===== config.mk =====
export PLATFORM = sky130hd
export DESIGN_NAME = adc_axis_framer
export DESIGN_NICKNAME = d
export VERILOG_FILES = /design/src/rtl/adc_axis_pkg.sv /design/src/rtl/sync_fifo.sv /design/src/rtl/adc_axis_framer.sv
export SDC_FILE = /design/constraint.sdc
export NUM_CORES = 2
export LEC_CHECK = 0
export BUFFER_PORTS_ARGS = -buffer_cell sky130_fd_sc_hd__buf_2
export CAP_MARGIN = 5
export CORE_ASPECT_RATIO = 0.7
export CORE_MARGIN = 2
export CORE_UTILIZATION = 51
export CTS_CLUSTER_DIAMETER = 40
export DETAILED_ROUTE_END_ITERATION = 10
export HOLD_SLACK_MARGIN = 0.02
export PLACE_DENSITY = 0.67
export SLEW_MARGIN = 20
export SYNTH_ARGS = -nofsm -noshare
export SYNTH_HDL_FRONTEND = slang
export SYNTH_HIERARCHICAL = 1
export SYNTH_SLANG_ARGS = --single-unit

===== constraint.sdc =====
create_clock -name CLK100MHz -period 16.3 [get_ports CLK100MHz]
set_clock_uncertainty 0.1 [all_clocks]
set_input_delay 0 -clock CLK100MHz [delete_from_list [all_inputs] [get_ports CLK100MHz]]
set_output_delay 0 -clock CLK100MHz [all_outputs]
set_load 0.005 [all_outputs]

===== src/rtl/adc_axis_pkg.sv =====
// Shared constants and beat layout for the ADC-to-AXI4-Stream framer.
package adc_axis_pkg;

   localparam int ADC_LENGTH_DEF = 12;
   localparam int OUT_W          = 16;
   localparam int GAIN_W         = 32;
   localparam int GAIN_FRAC      = 16;
   localparam int DROP_W         = 16;
   localparam int BEAT_W         = 2 * OUT_W + 1;

   localparam logic signed [OUT_W-1:0] SAT_MAX = 16'sh7FFF;
   localparam logic signed [OUT_W-1:0] SAT_MIN = 16'sh8000;

   // One FIFO entry: frame-end marker above the packed {ch2, ch1} word.
   typedef struct packed {
      logic                 last;
      logic [2*OUT_W-1:0]   data;
   } beat_t;

endpackage


===== src/rtl/sync_fifo.sv =====
// Single-clock first-word-fall-through FIFO; the head entry is visible whenever empty is low.
module sync_fifo #(
   parameter int WIDTH = 33,
   parameter int DEPTH = 16
) (
   input  logic             clk,
   input  logic             rst_n,
   input  logic             wr_en,
   input  logic [WIDTH-1:0] wr_data,
   input  logic             rd_en,
   output logic [WIDTH-1:0] rd_data,
   output logic             full,
   output logic             empty
);

   localparam int AW = $clog2(DEPTH);

   logic [WIDTH-1:0] mem [DEPTH];
   logic [AW:0]      wr_ptr;
   logic [AW:0]      rd_ptr;
   logic             do_wr;
   logic             do_rd;

   // Extra pointer bit separates the full and empty cases when the addresses match.
   assign empty = (wr_ptr == rd_ptr);
   assign full  = (wr_ptr[AW] != rd_ptr[AW]) && (wr_ptr[AW-1:0] == rd_ptr[AW-1:0]);
   assign do_wr = wr_en && !full;
   assign do_rd = rd_en && !empty;

   always_ff @(posedge clk or negedge rst_n) begin
      if (!rst_n) begin
         wr_ptr <= '0;
         rd_ptr <= '0;
      end else begin
         if (do_wr) wr_ptr <= wr_ptr + (AW+1)'(1);
         if (do_rd) rd_ptr <= rd_ptr + (AW+1)'(1);
      end
   end

   always_ff @(posedge clk) begin
      if (do_wr) mem[wr_ptr[AW-1:0]] <= wr_data;
   end

   assign rd_data = mem[rd_ptr[AW-1:0]];

endmodule


===== src/rtl/adc_axis_framer.sv =====
// Offset/gain correction of dual-channel ADC samples, packed into framed AXI4-Stream beats
// through a small FIFO with overflow accounting.
module adc_axis_framer
   import adc_axis_pkg::*;
#(
   parameter int ADC_LENGTH = ADC_LENGTH_DEF,
   parameter int FIFO_DEPTH = 16,
   parameter int FRAME_LEN  = 256
) (
   input  logic                     CLK100MHz,
   input  logic                     ARESETN,
   input  logic                     en,
   input  logic                     clear,
   input  logic                     data_rdy_i,
   input  logic [ADC_LENGTH-1:0]    adc1_i,
   input  logic [ADC_LENGTH-1:0]    adc2_i,
   input  logic [ADC_LENGTH-1:0]    offset,
   input  logic signed [GAIN_W-1:0] gain,
   output logic [2*OUT_W-1:0]       m_axis_tdata,
   output logic                     m_axis_tvalid,
   input  logic                     m_axis_tready,
   output logic                     m_axis_tlast,
   output logic                     overflow,
   output logic [DROP_W-1:0]        drop_count
);

   localparam int DIFF_W = ADC_LENGTH + 1;
   localparam int PROD_W = DIFF_W + GAIN_W;
   localparam int CNT_W  = (FRAME_LEN > 1) ? $clog2(FRAME_LEN) : 1;

   localparam logic [CNT_W-1:0]         FRAME_LAST = CNT_W'(FRAME_LEN - 1);
   localparam logic signed [PROD_W-1:0] RND_HALF   =
      {{(PROD_W-GAIN_FRAC){1'b0}}, 1'b1, {(GAIN_FRAC-1){1'b0}}};
   localparam logic signed [PROD_W-1:0] SAT_HI = {{(PROD_W-OUT_W){1'b0}}, SAT_MAX};
   localparam logic signed [PROD_W-1:0] SAT_LO = {{(PROD_W-OUT_W){1'b1}}, SAT_MIN};

   function automatic logic signed [PROD_W-1:0] round_q(input logic signed [PROD_W-1:0] p);
      return (p + RND_HALF) >>> GAIN_FRAC;
   endfunction

   function automatic logic signed [OUT_W-1:0] sat_out(input logic signed [PROD_W-1:0] v);
      if (v > SAT_HI)      return SAT_MAX;
      else if (v < SAT_LO) return SAT_MIN;
      else                 return v[OUT_W-1:0];
   endfunction

   logic                     rdy_prev;
   logic                     edge_p0;
   logic                     vld_p1, vld_p2, vld_p3, vld_p4;
   logic [ADC_LENGTH-1:0]    raw1_p1, raw2_p1;
   logic signed [DIFF_W-1:0] diff1_p2, diff2_p2;
   logic signed [PROD_W-1:0] diff1_x, diff2_x, gain_x;
   logic signed [PROD_W-1:0] prod1_p3, prod2_p3;
   logic signed [OUT_W-1:0]  res1_p4, res2_p4;
   logic [CNT_W-1:0]         frame_cnt;
   logic                     fifo_full, fifo_empty, fifo_wr, fifo_rd, drop;
   beat_t                    wr_beat, head;

   // Stage 0: one event per rising edge of data-ready, gated by en on that cycle only.
   assign edge_p0 = data_rdy_i && !rdy_prev && en;

   assign diff1_x = {{GAIN_W{diff1_p2[DIFF_W-1]}}, diff1_p2};
   assign diff2_x = {{GAIN_W{diff2_p2[DIFF_W-1]}}, diff2_p2};
   assign gain_x  = {{DIFF_W{gain[GAIN_W-1]}}, gain};

   always_ff @(posedge CLK100MHz) begin
      // Stage 1: capture raw pair
      if (edge_p0) begin
         raw1_p1 <= adc1_i;
         raw2_p1 <= adc2_i;
      end
      // Stage 2: remove offset
      if (vld_p1) begin
         diff1_p2 <= $signed({1'b0, raw1_p1}) - $signed({1'b0, offset});
         diff2_p2 <= $signed({1'b0, raw2_p1}) - $signed({1'b0, offset});
      end
      // Stage 3: apply Q16.16 gain
      if (vld_p2) begin
         prod1_p3 <= diff1_x * gain_x;
         prod2_p3 <= diff2_x * gain_x;
      end
      // Stage 4: round half-up and clamp to the output range
      if (vld_p3) begin
         res1_p4 <= sat_out(round_q(prod1_p3));
         res2_p4 <= sat_out(round_q(prod2_p3));
      end
   end

   always_ff @(posedge CLK100MHz or negedge ARESETN) begin
      if (!ARESETN) begin
         rdy_prev <= 1'b0;
         vld_p1   <= 1'b0;
         vld_p2   <= 1'b0;
         vld_p3   <= 1'b0;
         vld_p4   <= 1'b0;
      end else begin
         rdy_prev <= data_rdy_i;
         vld_p1   <= edge_p0;
         vld_p2   <= vld_p1;
         vld_p3   <= vld_p2;
         vld_p4   <= vld_p3;
      end
   end

   // Full is judged before any same-cycle read, so a write into a full FIFO is always lost.
   assign fifo_wr      = vld_p4 && !fifo_full;
   assign drop         = vld_p4 && fifo_full;
   assign wr_beat.last = (frame_cnt == FRAME_LAST);
   assign wr_beat.data = {res2_p4, res1_p4};

   always_ff @(posedge CLK100MHz or negedge ARESETN) begin
      if (!ARESETN) begin
         frame_cnt  <= '0;
         overflow   <= 1'b0;
         drop_count <= '0;
      end else if (clear) begin
         frame_cnt  <= '0;
         overflow   <= 1'b0;
         drop_count <= '0;
      end else begin
         if (fifo_wr) frame_cnt <= (frame_cnt == FRAME_LAST) ? '0 : frame_cnt + CNT_W'(1);
         if (drop) begin
            overflow <= 1'b1;
            if (drop_count != {DROP_W{1'b1}}) drop_count <= drop_count + DROP_W'(1);
         end
      end
   end

   sync_fifo #(
      .WIDTH (BEAT_W),
      .DEPTH (FIFO_DEPTH)
   ) u_fifo (
      .clk     (CLK100MHz),
      .rst_n   (ARESETN),
      .wr_en   (fifo_wr),
      .wr_data (wr_beat),
      .rd_en   (fifo_rd),
      .rd_data (head),
      .full    (fifo_full),
      .empty   (fifo_empty)
   );

   // Head of an FWFT FIFO is stable until popped, which keeps the beat steady under back-pressure.
   assign m_axis_tvalid = !fifo_empty;
   assign fifo_rd       = m_axis_tvalid && m_axis_tready;
   assign m_axis_tdata  = fifo_empty ? '0 : head.data;
   assign m_axis_tlast  = !fifo_empty && head.last;

endmodule

==> results.md <==
- Nets: 5715
- Core Rows: 101
- Least-Margin Pin Slew: between 1 and 1.5 ns
- Req. time, crit path: 16.56 ns
- Internal power: slightly above 7 mW
- Fin. Hold Viols: 0
- Core footprint: 108000 sq um
- Clock Latency Late Sink: about 0.67 ns
- Syn Nets: 5587
- Async SR Flop Fraction: 5.63%
- R2R Path Start: diff1_p2[12]
- Synthesized netlist cell count: 4538
- Pre-CTS setup slack: around 9 ns
- Clock power frac: 14.9%
- Initial Util: 51.3%
- Synth Flop Type: edfxtp_1
- Root Driver: clkbuf_16
- Routed len/inst: 21.5 microns
- N_diodes: 0
- Crit share post-route: 46.4%
- Setup CP Type: register to register
- Die height: 280 microns
- Max cap viols: 0
- CP endpoint kind: register
- End of the critical path: prod1_p3[41]
- Yosys cell types: 87
- Number of DRC markers in iteration 0: 2784
- Worst reg2reg setup slack: 8.73 ns
- RSZ-0062 raised after global routing: false
- Initial antenna violation count: 4
- Share of layout cells above drive strength 1: 10.9%
- Synth top area share: 36.2%
- Vias: 34638
- # clock sinks: 710
- Critical path peak fanout: 24
- Detailed-route wire length: 133 mm
- H-tree depth: 3
- Num CTS Buffers: 85
- Largest net degree at the start of global routing: 119
- FMAX: between 100 and 150 MHz
- Gate power share: 63.8%
- Worst r2r dst: prod1_p3[41]
- Vias in the first global route: between 30000 and 40000
- DR vias/cell: about 5.6
- Sequential cell area fraction in the yosys report: 38.0%
- Post-synth EDFFs: 670
- Setup crit start kind: register
- Chip Width: approximately 400 microns
- P&R area growth vs syn: 10.3%
- Yosys warns: 6
- Synth Cell Area: 55500 sq um
- Slew Limit Fails: 0
- Routability cong.: 0.879
- Detailed placement HPWL: 88.7 mm
- I/O Pins: around 130
- First-pass GRT wire length: 214 mm
- Area leader, netlist: edfxtp_1
- Mean area per synthesized cell: between 10 and 15 sq um
- Setup-failing EPs final: 0
- Residual DRC count: 0
- Min cycle time layout: 7.57 ns
- Gr ovfl total: 0
- # resized after CTS: 0
- Pleak: 25.4 nW
- Router iterations before antenna repair: 5
- CTS Buffer Depth: 3
- Post-route worst setup slack: 8.73 ns
- Post-DRT Antenna Nets: 0
- Final Cell Area: 61200 sq um
- Seq cells post-synth: 710
- Sw Share: 44.2%
- Crit path DAT: 7.83 ns
- Worst IR drop on VDD: 252 uV
- Setup bufs post-CTS: 0
- Die Area: 112000 sq um
- Setup TNS: 0 ns
- Pwr dens: 211 nW/um^2
- TritonCTS clock tree: yes
- Synth top area cells: edfxtp_1 36%, fa_1 27%, mux4_2 5.4%, ha_1 5.3%, inv_1 4.6%
- PortBufs: between 100 and 150
- NetSw: ~5.7 mW
- Critical path startpoint: diff1_p2[12]
- Reg2Reg Depth: 17
- GRT Util Overall: 25.1%
- Reg power frac: 21.3%
- Relative slew margins: 26.6%
- Area post-placement: ~58000 sq um
- Run status: finished clean
- Clk slew on worst S/H paths: 0.04 ns
- Worst Hold Class: input port to register
[critical path: stages, from the launching register on]
cell and delay (ns):
edfxtp_1 0.61, inv_1 0.74, nor2_1 0.14, fa_1 0.50, fa_1 0.52, fa_1 0.52, fa_1 0.51, fa_1 0.49
ha_1 0.34, ha_1 0.38, a21oi_1 0.20, a21oi_1 0.09, a2111oi_0 0.76, o211ai_1 0.24, o21ai_1 0.53, o21ai_0 0.30
a31oi_1 0.25, xnor2_1 0.09
[metal layers]
layer  GRT usage, %  wire (microns)  vias up
met5              0              30        -
met4           5.12            2560        4
met3           5.34           11400      176
met2           39.2           60700     1372
met1           36.6           58000    17878
li1               -               -    15208
[logic make-up (layout without fill, tap and decap cells)]
group | after synthesis | in the layout | synth area share (%)
buffers and inverters | 902 | 1100 | 6.38
muxes | 142 | 142 | 5.55
xor gates and xnor gates | 150 | 150 | 2.37
and+or+nand+nor | 1293 | 1293 | 11.3
AOI/OAI and AO/OA | 366 | 366 | 4.35
DFF | 710 | 710 | 38.0
adders and majority gates | 975 | 975 | 32.0
[worst min path at each step]
| stage | startpoint | to | cells past startpoint |
|---|---|---|---|
| 2_1_floorplan | ARESETN | drop_count[0] | 0 |
| 3_3_place_gp | data_rdy_i | rdy_prev | 1 |
| 3_5_place_dp | data_rdy_i | rdy_prev | 1 |
| 4_1_cts | en | vld_p1 | 4 |
| 5_1_grt | en | vld_p1 | 4 |
| 6_report | en | vld_p1 | 4 |
[layout by cell type (no fill, tap or decap), drive strengths merged, types with 8 or more instances in the layout]
| master | count |
|---|---|
| nand2 | 545 |
| inv | 692 |
| mux4 | 132 |
| fa | 742 |
| nand3 | 41 |
| xor2 | 57 |
| o21ai | 80 |
| and2 | 315 |
| a21oi | 78 |
| buf | 185 |
| ha | 233 |
| nand2b | 25 |
| a21o | 38 |
| and4 | 11 |
| nor4 | 15 |
| edfxtp | 670 |
| xnor2 | 93 |
| clkinv | 36 |
| clkbuf | 99 |
| clkinvlp | 9 |
| nor2 | 193 |
| o22ai | 69 |
| o31ai | 8 |
| nor3 | 28 |
| nor2b | 48 |
| dlygate4sd3 | 73 |
| a21boi | 8 |
| nand4 | 31 |
| and3 | 23 |
| dfrtp | 40 |
| a31oi | 17 |
[synth_stat cells (39+ instances only)]
| master | count |
|---|---|
| clkbuf_1 | 167 |
| nand2_1 | 545 |
| mux4_2 | 132 |
| and2_1 | 314 |
| inv_1 | 684 |
| nor2_1 | 192 |
| xnor2_1 | 93 |
| dfrtp_1 | 40 |
| nor2b_1 | 48 |
| ha_1 | 233 |
| o21ai_0 | 68 |
| edfxtp_1 | 670 |
| fa_1 | 742 |
| nand3_1 | 39 |
| xor2_1 | 57 |
| o22ai_1 | 69 |
| a21oi_1 | 78 |
[registers in the layout, indices dropped and copies added (netlist names), 5 cells and up]
| signal | count |
|---|---|
| prod1_p3 | 30 |
| diff1_p2 | 13 |
| res1_p4 | 16 |
| frame_cnt | 8 |
| u_fifo/rd_ptr | 5 |
| res2_p4 | 16 |
| u_fifo/wr_ptr | 5 |
| drop_count | 16 |
| diff2_p2 | 13 |
| raw1_p1 | 12 |
| prod2_p3 | 30 |
| u_fifo/mem | 528 |
| raw2_p1 | 12 |
[per-stage QoR]
| stage | total power [mW] | util, % | hold slack [ns] | cells |
|---|---|---|---|---|
| 5_1_grt | 14.1 | 56.6 | 0.223 | 6178 |
| 3_3_place_gp | 10.8 | 53.2 | 0.0216 | 5947 |
| 6_report | 12.9 | 56.6 | 0.205 | 6178 |
| 2_1_floorplan | 8.91 | - | -0.396 | 4538 |
| 3_5_place_dp | 10.9 | 53.2 | 0.0231 | 5947 |
| 4_1_cts | 13.0 | 56.6 | 0.148 | 6177 |
[power by group through the flow]
stage          clock network, mW  registers [mW]  logic [mW]
2_1_floorplan                  0            2.67        6.23
3_3_place_gp                   0            2.77        8.05
3_5_place_dp                   0            2.78        8.15
4_1_cts                     1.96            2.75        8.25
5_1_grt                     2.04            2.77        9.32
6_report                    1.92            2.75        8.24
[layout make-up]
cell class,instances,area [sq um]
Multi-Input combinational cell,2926,31000
Sequential cell,710,21100
Timing Repair Buffer,258,1840
Fill cell,8875,46900
Clock buffer,99,2210
Tap cell,1442,1800
Clock inverter,58,722
Inverter,685,2570
[what timing repair did]
item,in CTS,in global routing
setup endpoints to repair,0,0
hold buffers,73,0
hold endpoints to repair,144,0
Note: power is estimated with default switching activity, not from simulation.
